## config.mk

```make
export PLATFORM = sky130hd
export DESIGN_NAME = event_dispatcher
export DESIGN_NICKNAME = d
export VERILOG_FILES = /design/src/rtl/pdes_pkg.sv /design/src/rtl/event_dispatcher_rr_arbiter.sv /design/src/rtl/event_dispatcher.sv
export SDC_FILE = /design/constraint.sdc
export NUM_CORES = 1
export LEC_CHECK = 0
export CAP_MARGIN = 20
export CORE_MARGIN = 2
export CORE_UTILIZATION = 47
export DETAILED_ROUTE_END_ITERATION = 8
export PLACE_DENSITY = 0.81
export SYNTH_ARGS = -nofsm -noshare
export SYNTH_HDL_FRONTEND = slang
export SYNTH_SLANG_ARGS = --single-unit
```

## constraint.sdc

```tcl
create_clock -name clk -period 3.6 [get_ports clk]
set_input_delay 0.36 -clock clk [delete_from_list [all_inputs] [get_ports clk]]
set_output_delay 0.36 -clock clk [all_outputs]
set_load 0.02 [all_outputs]
```

## src/rtl/pdes_pkg.sv

```systemverilog
// -----------------------------------------------------------------------------
// pdes_pkg
//   Shared definitions for the PDES scheduling slice.
//   - Default widths and core count used by event_dispatcher.
//   - TIME_MAX: the "no event" timestamp fed to the GVT min-tree.
//   - Dispatcher FSM state encoding.
// -----------------------------------------------------------------------------
package pdes_pkg;

  localparam int NUM_CORE_DEF = 4;
  localparam int TIME_WID_DEF = 16;
  localparam int DATA_WID_DEF = 32;

  // Largest representable timestamp. Any real event compares below it,
  // so the GVT min-tree ignores this value.
  localparam logic [TIME_WID_DEF-1:0] TIME_MAX = '1;

  typedef enum logic [1:0] {
    IDLE = 2'd0,
    RUN  = 2'd1,
    WAIT = 2'd2,
    DONE = 2'd3
  } disp_state_e;

endpackage

```

## src/rtl/event_dispatcher_rr_arbiter.sv

```systemverilog
// -----------------------------------------------------------------------------
// rr_arbiter
//   Round-robin arbiter with a registered priority pointer.
//   The search starts at the pointer and wraps. When advance_i is high and a
//   grant is produced, the pointer moves to the slot just after the winner, so
//   the winner becomes lowest priority next time.
// Ports
//   clk        clock
//   rst        synchronous active-high reset (pointer back to 0)
//   req_i      [N]  request vector
//   advance_i       commit the current grant and rotate the pointer
//   grant_o    [N]  one-hot grant (all zero when req_i is zero)
// -----------------------------------------------------------------------------
module rr_arbiter #(
  parameter int N = 4
) (
  input  logic         clk,
  input  logic         rst,
  input  logic [N-1:0] req_i,
  input  logic         advance_i,
  output logic [N-1:0] grant_o
);

  localparam int PW = (N > 1) ? $clog2(N) : 1;

  logic [PW-1:0] ptr_q;
  logic [PW-1:0] ptr_d;
  logic [PW-1:0] idx;
  logic [PW-1:0] gidx;
  logic          found;

  // N is a power of two, so adding in PW bits wraps modulo N for free.
  always_comb begin
    grant_o = '0;
    gidx    = '0;
    idx     = '0;
    found   = 1'b0;
    for (int i = 0; i < N; i++) begin
      idx = ptr_q + PW'(i);
      if (!found && req_i[idx]) begin
        found        = 1'b1;
        grant_o[idx] = 1'b1;
        gidx         = idx;
      end
    end
  end

  always_comb begin
    ptr_d = ptr_q;
    if (advance_i && found) begin
      ptr_d = gidx + PW'(1);
    end
  end

  always_ff @(posedge clk) begin
    if (rst) begin
      ptr_q <= '0;
    end else begin
      ptr_q <= ptr_d;
    end
  end

endmodule

```

## src/rtl/event_dispatcher.sv

```systemverilog
// -----------------------------------------------------------------------------
// event_dispatcher
//   Central PDES scheduler. Pops the event-queue head and hands it to one idle
//   core, round-robin among requesting cores. Tracks per-core busy flags and
//   busy timestamps for the GVT min-tree, registers the returned GVT (never
//   letting it go backwards), throttles dispatch to a window above GVT and
//   detects end of simulation.
// Ports
//   clk, rst      clock, synchronous active-high reset
//   start         level; leaves IDLE
//   q_vld/q_time/q_data   event-queue head
//   q_deq         one-cycle pop strobe to the queue
//   core_req      per-core "idle, want work"
//   core_done     per-core one-cycle completion pulse
//   disp_vld      one-hot dispatch strobe
//   disp_time/disp_data   dispatched event, valid with disp_vld
//   core_times    busy timestamp per core, core k at [k*TIME_WID +: TIME_WID]
//   core_vld      per-core busy flags
//   next_event    head timestamp, or all-ones when the queue is empty
//   gvt           combinational GVT from the monitor
//   gvt_reg       registered monotonic GVT
//   sim_done      sticky end-of-simulation flag
// -----------------------------------------------------------------------------
module event_dispatcher
  import pdes_pkg::*;
#(
  parameter int                  NUM_CORE = NUM_CORE_DEF,
  parameter int                  TIME_WID = TIME_WID_DEF,
  parameter int                  DATA_WID = DATA_WID_DEF,
  parameter int                  WINDOW   = 64,
  parameter logic [TIME_WID-1:0] END_TIME = 16'hFFF0
) (
  input  logic                         clk,
  input  logic                         rst,
  input  logic                         start,
  input  logic                         q_vld,
  input  logic [TIME_WID-1:0]          q_time,
  input  logic [DATA_WID-1:0]          q_data,
  output logic                         q_deq,
  input  logic [NUM_CORE-1:0]          core_req,
  input  logic [NUM_CORE-1:0]          core_done,
  output logic [NUM_CORE-1:0]          disp_vld,
  output logic [TIME_WID-1:0]          disp_time,
  output logic [DATA_WID-1:0]          disp_data,
  output logic [TIME_WID*NUM_CORE-1:0] core_times,
  output logic [NUM_CORE-1:0]          core_vld,
  output logic [TIME_WID-1:0]          next_event,
  input  logic [TIME_WID-1:0]          gvt,
  output logic [TIME_WID-1:0]          gvt_reg,
  output logic                         sim_done
);

  localparam logic [TIME_WID:0] WIN_EXT = (TIME_WID+1)'(WINDOW);

  disp_state_e                  state_q, state_d;
  logic                         term_q, term_d;
  logic [TIME_WID-1:0]          gvt_reg_q, gvt_reg_d;
  logic [NUM_CORE-1:0]          core_vld_q, core_vld_d;
  logic [TIME_WID*NUM_CORE-1:0] core_times_q, core_times_d;
  logic [NUM_CORE-1:0]          disp_vld_q, disp_vld_d;
  logic                         q_deq_q, q_deq_d;
  logic [TIME_WID-1:0]          disp_time_q, disp_time_d;
  logic [DATA_WID-1:0]          disp_data_q, disp_data_d;

  logic [NUM_CORE-1:0]          cand;
  logic [NUM_CORE-1:0]          grant;
  logic [NUM_CORE-1:0]          dispatch;
  logic                         below_end;
  logic                         in_window;
  logic                         eligible;
  logic                         term_cond;
  logic                         active;

  // Busy cores are excluded up front, so a core whose done pulse arrives
  // this cycle can only be picked once its busy flag has actually cleared.
  assign cand      = core_req & ~core_vld_q;
  assign below_end = (q_time < END_TIME);
  // One extra bit keeps gvt_reg + WINDOW from wrapping near TIME_MAX.
  assign in_window = ({1'b0, q_time} < ({1'b0, gvt_reg_q} + WIN_EXT));
  assign eligible  = (state_q == RUN) && q_vld && below_end && in_window && (|cand);
  assign dispatch  = eligible ? grant : '0;

  assign term_cond = (!q_vld || !below_end) && (core_vld_q == '0);
  assign active    = (state_q == RUN) || (state_q == WAIT);

  rr_arbiter #(
    .N(NUM_CORE)
  ) u_arb (
    .clk       (clk),
    .rst       (rst),
    .req_i     (cand),
    .advance_i (eligible),
    .grant_o   (grant)
  );

  // Control FSM. term_q remembers that the idle condition held last cycle;
  // seeing it again now makes two consecutive cycles and ends the run.
  always_comb begin
    state_d = state_q;
    term_d  = 1'b0;
    unique case (state_q)
      IDLE: if (start) state_d = RUN;
      RUN:  if (eligible) state_d = WAIT;
      WAIT: state_d = RUN;
      DONE: state_d = DONE;
      default: state_d = IDLE;
    endcase
    if (active) begin
      term_d = term_cond;
      if (term_cond && term_q) begin
        state_d = DONE;
      end
    end
  end

  // Datapath next-state: dispatch registers, busy tracking, GVT register.
  always_comb begin
    disp_vld_d   = dispatch;
    q_deq_d      = eligible;
    disp_time_d  = eligible ? q_time : disp_time_q;
    disp_data_d  = eligible ? q_data : disp_data_q;
    // A done pulse on an idle core clears an already-clear bit: harmless.
    core_vld_d   = (core_vld_q & ~core_done) | dispatch;
    // Timestamps are left stale on completion; core_vld gates their use.
    core_times_d = core_times_q;
    for (int k = 0; k < NUM_CORE; k++) begin
      if (dispatch[k]) begin
        core_times_d[k*TIME_WID +: TIME_WID] = q_time;
      end
    end
    gvt_reg_d = gvt_reg_q;
    if ((state_q != DONE) && (gvt >= gvt_reg_q)) begin
      gvt_reg_d = gvt;
    end
  end

  always_ff @(posedge clk) begin
    if (rst) begin
      state_q      <= IDLE;
      term_q       <= 1'b0;
      gvt_reg_q    <= '0;
      core_vld_q   <= '0;
      core_times_q <= '0;
      disp_vld_q   <= '0;
      q_deq_q      <= 1'b0;
      disp_time_q  <= '0;
      disp_data_q  <= '0;
    end else begin
      state_q      <= state_d;
      term_q       <= term_d;
      gvt_reg_q    <= gvt_reg_d;
      core_vld_q   <= core_vld_d;
      core_times_q <= core_times_d;
      disp_vld_q   <= disp_vld_d;
      q_deq_q      <= q_deq_d;
      disp_time_q  <= disp_time_d;
      disp_data_q  <= disp_data_d;
    end
  end

  assign q_deq      = q_deq_q;
  assign disp_vld   = disp_vld_q;
  assign disp_time  = disp_time_q;
  assign disp_data  = disp_data_q;
  assign core_vld   = core_vld_q;
  assign core_times = core_times_q;
  assign gvt_reg    = gvt_reg_q;
  assign sim_done   = (state_q == DONE);
  assign next_event = q_vld ? q_time : '1;

endmodule

```

==> results of run 1 <==
## per-layer routing
metal,track usage,share of wire
met1,0.334,0.43
met4,0.115,0.034
met5,0,0
met2,0.436,0.48
met3,0.0601,0.052
## worst paths after layout
| check | start | endpoint | slack (ns) | cells past startpoint |
|---|---|---|---|---|
| min reg2reg | core_times[50] | core_times[50] | 0.47 | 2 |
| min | core_times[50] | core_times[50] | 0.47 | 2 |
| max reg2reg | u_arb.ptr_q[0] | core_times[6] | 0.31 | 9 |
| max | u_arb.ptr_q[0] | core_times[6] | 0.31 | 9 |
## placed cells by master (no fill, tap or decap), types with 5 or more instances in the layout
master / instances
nor2b_1: 9
xnor2_1: 8
dfxtp_1: 142
nand2b_1: 137
buf_4: 24
a21o_1: 5
inv_1: 21
nor2_1: 11
ha_1: 44
nand3_1: 70
mux2i_1: 80
nor3_1: 13
o211ai_1: 22
inv_6: 6
nand2_1: 12
clkdlybuf4s50_1: 228
o21ai_0: 53
a21oi_1: 67
clkbuf_16: 17
## through the flow
step	worst slack, ns	instances	cell area [sq um]
after CTS	0.351	1217	10300
after detailed placement	0.299	1185	9750
after global placement	0.437	1185	9750
final	0.312	1217	10300
after floorplan	0.363	796	7250
after global routing	0.0423	1217	10300
## critical path, cell delays in order, from the launching register on
cell,delay [ns]
dfxtp_1,0.67
inv_1,0.28
ha_1,0.54
nor3b_1,0.10
a211oi_1,0.47
o211ai_1,0.17
and3_4,0.21
a211oi_4,0.21
buf_4,0.33
mux2i_1,0.24
## power by group through the flow
stage,clock [W],sequential [W],combinational [W]
global route,0.00177,0.00169,0.000944
global placement,0,0.00172,0.000850
floorplan,0,0.00178,0.000428
finish,0.00168,0.00168,0.000867
CTS,0.00171,0.00168,0.000867
detailed placement,0,0.00172,0.000861
## what timing repair did
action	in CTS	in global routing
hold buffers	0	0
setup endpoints to repair	0	1
resized for setup	0	1
## area by class of cell
type	instances	area, sq um
clock buffer	18	439
sequential	142	2840
multi-input combinational	579	4100
clock inverter	14	121
inverter	22	82.6
timing repair buffer	254	2490
tap	188	235
fill	1213	4830
## synth_stat cells (all sizes together)
cell,n
nand4,3
nor2,11
nor3,14
clkinv,1
o21ai,53
and4b,1
o21ba,1
nor3b,1
o21a,1
o31a,1
a211oi,6
a21oi,67
o31ai,4
dfxtp,142
o221ai,1
inv,21
nand2,12
nor2b,9
or2b,3
xnor2,8
a31oi,2
o41ai,1
mux2i,80
ha,44
clkbuf,42
and3,5
mux4,3
nand3,71
nor4,5
nand2b,137
or3,2
o2111ai,1
a311oi,1
a41oi,1
buf,11
a211o,1
a21o,5
o211ai,22
o22ai,1
or4,1
## logic make-up after synthesis
family,share of synthesized area
compound gates,0.138
xor+xnor,0.00966
flops,0.392
fa+ha+maj,0.0759
buf+inv,0.0450
simple gates,0.220
mux,0.120
==> results.yml, run 1 <==
status:
  status: "finished, final reports clean"
critical_path:
  cp_max_fo: 17
  critPathArrivalTime_ns: 3.64
  startpoint_type: "flip-flop"
  end_kind: "flip-flop"
  crit_required_ns: 3.95
  path_class: "reg -> reg"
clock_network:
  cts_max_level: 4
  insertion_delay_ns: 0.43
  path_clk_slew_ns: 0.07
  clock_path_buffers: 2
  cts-buffers-inserted: 17
  postCtsSetupBuffers: 0
  cts_tree: "yes"
  clock-root-buffer: "clkbuf_16"
  cts.sinks: 142
timing:
  hold_ws_ns: 0.473
  finalCritPeriodShare: 0.913
  max_freq_ghz: 0.304
  finalCriticalPeriod_ns: 3.29
  rsz0062_at_grt: "no"
  tightest_slew_ns: 0.850
  tns_ns: 0
  hold_viol_final: 0
  drv_slew: 0
  relSlewSlack: 0.433
  setup_viol_count_final: 0
  skew_ns: 0.0155
pwr:
  clkPwrFrac: 0.397
  p_leak_nw: 4.00
  internal-power_w: 0.00296
  seqPwrFrac: 0.398
  pwr-share-comb: 0.205
  power.density_nw_per_um2: 410
  p_sw_w: 0.00127
  swShare: 0.301
  vdd_drop_max_v: 0.000359
  power.total_w: 0.00423
drt:
  num_vias: 6680
  drc: 0
  routed_wl_microns: 21600
  antenna_left: 0
  via_per_inst: 5.49
  drtPass1Iterations: 5
  drt_iter0_markers: 549
  wl_per_cell_microns: 17.7
logic_synthesis:
  ys_warn_count: 0
  syn_nets: 916
  ys_seq_elements: 142
  syn_area_per_cell_sq_um: 9.11
  synth_cells: 796
  yosysTopAreaCell: "dfxtp_1"
  synth.distinct_cells: 50
  ys_seq_area_frac: 0.392
  syn_area_sq_um: 7250
  synth_area_leaders: "dfxtp_1 39%, nand2b_1 12%, mux2i_1 11%"
  yosysTopAreaCellShare: 0.392
layout:
  fin_nets: 1136
  antennaDiodeCount: 0
  drive_gt1_frac: 0.0690
  final_core_util: 0.681
  area_growth_pct: 42.2
  largest_register_ffs: 64
global_routing:
  antenna_found_initial: 0
  grt_max_degree: 114
  grt_usage: 0.265
  grt_pass1_wl_microns: 34200
  grt_pass1_vias: 6417
  grt.overflow.total: 0
flow_run:
  drv_cap: 0
floorplan:
  die_w_microns: 128
  die_h_microns: 128
  die_area_sq_um: 16400
  start_util: 0.479
  fp.coreArea_sq_um: 15100
  pin_count: 230
  core.rowCount: 45
min_path:
  min_path_type: "reg -> reg"
placed_design:
  gp_congestion: 0.965
  detailed_place_hpwl_microns: 15400
  numPortBuffers: 229
Power figures use the tool's default switching activity.
==> run 2: changes to the inputs <==
--- a/config.mk
+++ b/config.mk
@@ -6,10 +6,11 @@
 export NUM_CORES = 1
 export LEC_CHECK = 0
 export CAP_MARGIN = 20
-export CORE_MARGIN = 2
+export CORE_MARGIN = 1
 export CORE_UTILIZATION = 47
 export DETAILED_ROUTE_END_ITERATION = 8
 export PLACE_DENSITY = 0.81
+export RECOVER_POWER = 25
 export SYNTH_ARGS = -nofsm -noshare
 export SYNTH_HDL_FRONTEND = slang
 export SYNTH_SLANG_ARGS = --single-unit
==> results.yml, run 2 (synthesis results as in run 1) <==
status:
  status: "finished, final reports clean"
critical_path:
  end_kind: "flip-flop"
  cp_max_fo: 23
  regToRegSetupSlack_ns: 0.39
  path_class: "reg -> reg"
  startpoint_type: "flip-flop"
  crit_required_ns: 3.94
  critPathArrivalTime_ns: 3.56
clock_network:
  postCtsSetupBuffers: 0
  cts_max_level: 4
  holdBufCountCts: 0
  insertion_delay_ns: 0.41
  path_clk_slew_ns: 0.06
  cts-buffers-inserted: 17
  clock_path_buffers: 2
  cts_tree: "yes"
  cts-resized-gates: 0
  clock-root-buffer: "clkbuf_16"
  cts.sinks: 142
placed_design:
  gp_congestion: 0.892
  numPortBuffers: 229
  dpl_cell_area_sq_um: 9760
  detailed_place_hpwl_microns: 15300
timing:
  finalCritPeriodShare: 0.893
  relSlewSlack: 0.392
  tightest_slew_ns: 0.901
  max_freq_ghz: 0.311
  drv_slew: 0
  skew_ns: 0.00775
  rsz0062_at_grt: "no"
  finalCriticalPeriod_ns: 3.21
  hold_viol_final: 0
  setup_viol_count_final: 0
  tns_ns: 0
layout:
  mostFrequentLayoutCells: "155 x clkdlybuf4s50_1, 142 x dfxtp_1, 137 x nand2b_1, 80 x mux2i_1, 73 x dlygate4sd3_1"
  antennaDiodeCount: 0
  largest_register_ffs: 64
  area_growth_pct: 43.1
  fin_nets: 1137
  drive_gt1_frac: 0.0699
  final_common_cell: "clkdlybuf4s50_1"
  final_core_util: 0.685
  post-route-cell-area_sq_um: 10400
drt:
  drc: 0
  antenna_left: 0
  num_vias: 6721
  via_per_inst: 5.52
  drtPass1Iterations: 5
  drt_iter0_markers: 459
  routed_wl_microns: 21300
  wl_per_cell_microns: 17.5
global_routing:
  use_met1: 0.353
  top_usage_layer: "met2"
  antenna_found_initial: 0
  grt.overflow.total: 0
  grt.met3_usage: 0.0624
  grt_usage: 0.271
  use_met2: 0.432
  grt_pass1_wl_microns: 34000
  grt_pass1_vias: 6386
  grt_max_degree: 69
floorplan:
  die_area_sq_um: 15900
  pin_count: 230
  core.rowCount: 45
  start_util: 0.479
  die_w_microns: 126
  fp.coreArea_sq_um: 15100
  die_h_microns: 126
min_path:
  min_path_type: "in -> reg"
pwr:
  vdd_drop_max_v: 0.000345
  p_leak_nw: 4.30
  power.density_nw_per_um2: 423
flow_run:
  drv_cap: 0
## run 2: changes by cell type in the layout (fill, tap and decap cells not counted), sizes merged
cell,delta
buf,+1
bufinv,+3
clkdlybuf4s50,-73
clkinv,+4
clkinvlp,-3
dlygate4sd3,+73
inv,-4
## run 2: metal layers
layer | vias up | wire length [microns]
met3 | 42 | 1050
met4 | 0 | 716
met5 | - | 0
met2 | 210 | 10100
li1 | 3251 | -
met1 | 3218 | 9440
## run 2: worst max-delay path, cell delays in order (launching register included)
cell	delay, ns
dfxtp_1	0.33
ha_1	0.20
nand3_2	0.15
nor4_1	0.32
xnor2_1	0.16
ha_1	0.26
a21o_1	0.16
a21oi_1	0.13
nor2_1	0.08
or3_2	0.64
a211oi_4	0.27
buf_12	0.22
mux2i_1	0.20
## run 2: through the flow
step	hold WS [ns]	worst slack, ns	total power, W	cells
2_1_floorplan	0.465	0.363	0.00220	796
3_3_place_gp	0.457	0.426	0.00257	1186
3_5_place_dp	0.465	0.372	0.00258	1186
4_1_cts	0.433	0.366	0.00441	1218
5_1_grt	0.465	0.110	0.00456	1218
6_report	0.458	0.386	0.00439	1218
## run 2: layout make-up
type | count | area [sq um]
multi-input cells | 579 | 4100
well taps | 188 | 235
fillers | 1213 | 4770
flip-flops and latches | 142 | 2840
inverters | 22 | 82.6
repair buffers | 255 | 2500
clock buffers | 18 | 439
clock inverters | 14 | 180
## run 2: power breakdown
group	leakage (nW)	internal (W)	switching (W)
Sequential	1.15	0.00163	0.0000477
Combinational	2.85	0.000393	0.000471
Clock	0.304	0.00112	0.000720
Total	4.30	0.00315	0.00124
## run 2: final timing paths
path	start	endpoint	depth (start not counted)
min	rst	disp_time[14]	2
max	gvt_reg[6]	core_times[7]	12
min reg2reg	core_times[39]	core_times[39]	2
max reg2reg	gvt_reg[6]	core_times[7]	12
==> run 3: changes to the inputs <==
--- a/config.mk
+++ b/config.mk
@@ -8,7 +8,9 @@
 export CAP_MARGIN = 20
 export CORE_MARGIN = 1
 export CORE_UTILIZATION = 47
+export CTS_CLUSTER_DIAMETER = 60
 export DETAILED_ROUTE_END_ITERATION = 8
+export GPL_TIMING_DRIVEN = 0
 export PLACE_DENSITY = 0.81
 export RECOVER_POWER = 25
 export SYNTH_ARGS = -nofsm -noshare
==> results.yml, run 3 (synthesis results as in run 1) <==
pwr:
  vdd_drop_max_v: 0.000396
  power.density_nw_per_um2: 404
  p_leak_nw: 4.26
  power.total_w: 0.00420
timing:
  max_freq_ghz: 0.299
  fin_ws_ns: 0.260
  hold_ws_ns: 0.471
  setup_viol_count_final: 0
  skew_ns: 0.0155
  relSlewSlack: 0.477
  finalCriticalPeriod_ns: 3.34
  hold_viol_final: 0
  finalCritPeriodShare: 0.928
  tightest_slew_ns: 0.775
  drv_slew: 0
clock_network:
  cts.sinks: 142
  cts-buffers-inserted: 17
  holdBufCountCts: 0
  clock_path_buffers: 2
  path_clk_slew_ns: 0.07
  insertion_delay_ns: 0.42
  cts_tree: "yes"
  clock-root-buffer: "clkbuf_16"
  cts_max_level: 4
min_path:
  hold_start: "core_times[34]"
  hold_depth: 2
  hold_end: "core_times[34]"
  min_path_type: "reg -> reg"
placed_design:
  pre_cts_ws_ns: -0.111
  detailed_place_hpwl_microns: 16500
  place_inst: 1212
  numPortBuffers: 228
  gp_congestion: 0.906
floorplan:
  die_h_microns: 126
  die_area_sq_um: 15900
  pin_count: 230
  core.rowCount: 45
  start_util: 0.479
  fp.coreArea_sq_um: 15100
  die_w_microns: 126
global_routing:
  grt_usage: 0.282
  grt_pass1_wl_microns: 35100
  grt_max_degree: 17
  grt_pass1_vias: 6585
  grt.overflow.total: 0
  antenna_found_initial: 0
drt:
  antenna_left: 0
  wl_per_cell_microns: 17.6
  drt_iter0_markers: 459
  via_per_inst: 5.45
  drtPass1Iterations: 5
  routed_wl_microns: 21900
  num_vias: 6795
  drc: 0
critical_path:
  critical_path.reg2reg.startpoint: "gvt_reg[6]"
  cp_max_fo: 10
  crit_required_ns: 3.91
  regToRegSetupSlack_ns: 0.26
  r2r_cells: 11
  critPathArrivalTime_ns: 3.64
  end_kind: "flip-flop"
  r2r_end: "disp_vld[0]"
  startpoint_type: "flip-flop"
  path_class: "reg -> reg"
flow_run:
  drv_cap: 0
layout:
  antennaDiodeCount: 0
  mostFrequentLayoutCells: "154 x clkdlybuf4s50_1, 142 x dfxtp_1, 137 x nand2b_1, 80 x mux2i_1, 74 x dlygate4sd3_1"
  drive_gt1_frac: 0.0585
  fin_nets: 1166
  final_common_cell: "clkdlybuf4s50_1"
  layoutNonFillerInstCount: 1247
  area_growth_pct: 43.2
  largest_register_ffs: 64
status:
  status: "finished, final reports clean"
## run 3: cell count changes in the layout (fill, tap and decap cells not counted), sizes merged, moves of 2 or more
| cell | before | now |
|---|---|---|
| clkbuf | 18 | 59 |
| clkinvlp | 1 | 3 |
| buf | 27 | 14 |
| bufinv | 3 | 0 |
## run 3: per-stage QoR
stage	utilization	instance area (sq um)	TNS (ns)
floorplan	-	7250	0
global placement	0.645	9770	-0.108
detailed placement	0.645	9770	-0.128
CTS	0.684	10400	0
global route	0.686	10400	-0.0107
finish	0.686	10400	0
## run 3: worst max-delay path, stage by stage (launching register included)
cell and delay [ns]:
dfxtp_1 0.51, ha_1 0.26, nand3_2 0.16, nor2_1 0.17, xnor2_1 0.13, ha_1 0.26, a21oi_1 0.22, nand2_1 0.15
o31ai_4 0.53, clkbuf_2 0.32, nand2_1 0.19, a211oi_1 0.30
## run 3: routing by layer
metal | vias to the layer above | part of all wire | GRT usage
li1 | 3319 | - | -
met4 | 0 | 0.032 | 0.111
met1 | 3171 | 0.44 | 0.360
met2 | 255 | 0.47 | 0.461
met3 | 50 | 0.062 | 0.0633
met5 | - | 0 | 0
## run 3: worst max path at each step
stage,startpoint,end,slack [ns],cells past startpoint
2_1_floorplan,gvt_reg[6],core_times[10],0.36,13
3_3_place_gp,q_time[7],disp_vld[0],-0.11,9
3_5_place_dp,q_time[7],disp_vld[0],-0.11,9
4_1_cts,gvt_reg[6],disp_vld[0],0.05,12
5_1_grt,gvt_reg[6],disp_vld[0],-0.01,11
6_report,gvt_reg[6],disp_vld[0],0.26,11
## run 3: power by group
part	switching [W]	total (W)	internal, W	leakage (nW)
combinational	0.000471	0.000857	0.000386	2.84
sequential	0.0000539	0.00169	0.00163	1.15
clock	0.000749	0.00165	0.000906	0.269
total	0.00127	0.00420	0.00292	4.26
## run 3: layout make-up
cell class	instances	area (sq um)
Multi-Input combinational cell	579	4110
Buffer	53	246
Timing Repair Buffer	231	2300
Clock inverter	15	135
Fill cell	1228	4760
Inverter	22	82.6
Tap cell	188	235
Sequential cell	142	2840
Clock buffer	17	425
## run 3: repair_timing
item / CTS / global route
endpoints found under the setup margin: 8 / 82
resized for setup: 2 / 7
hold endpoints to repair: 0 / 0
buffers inserted: 1 / 2
pin swaps: 1 / 2
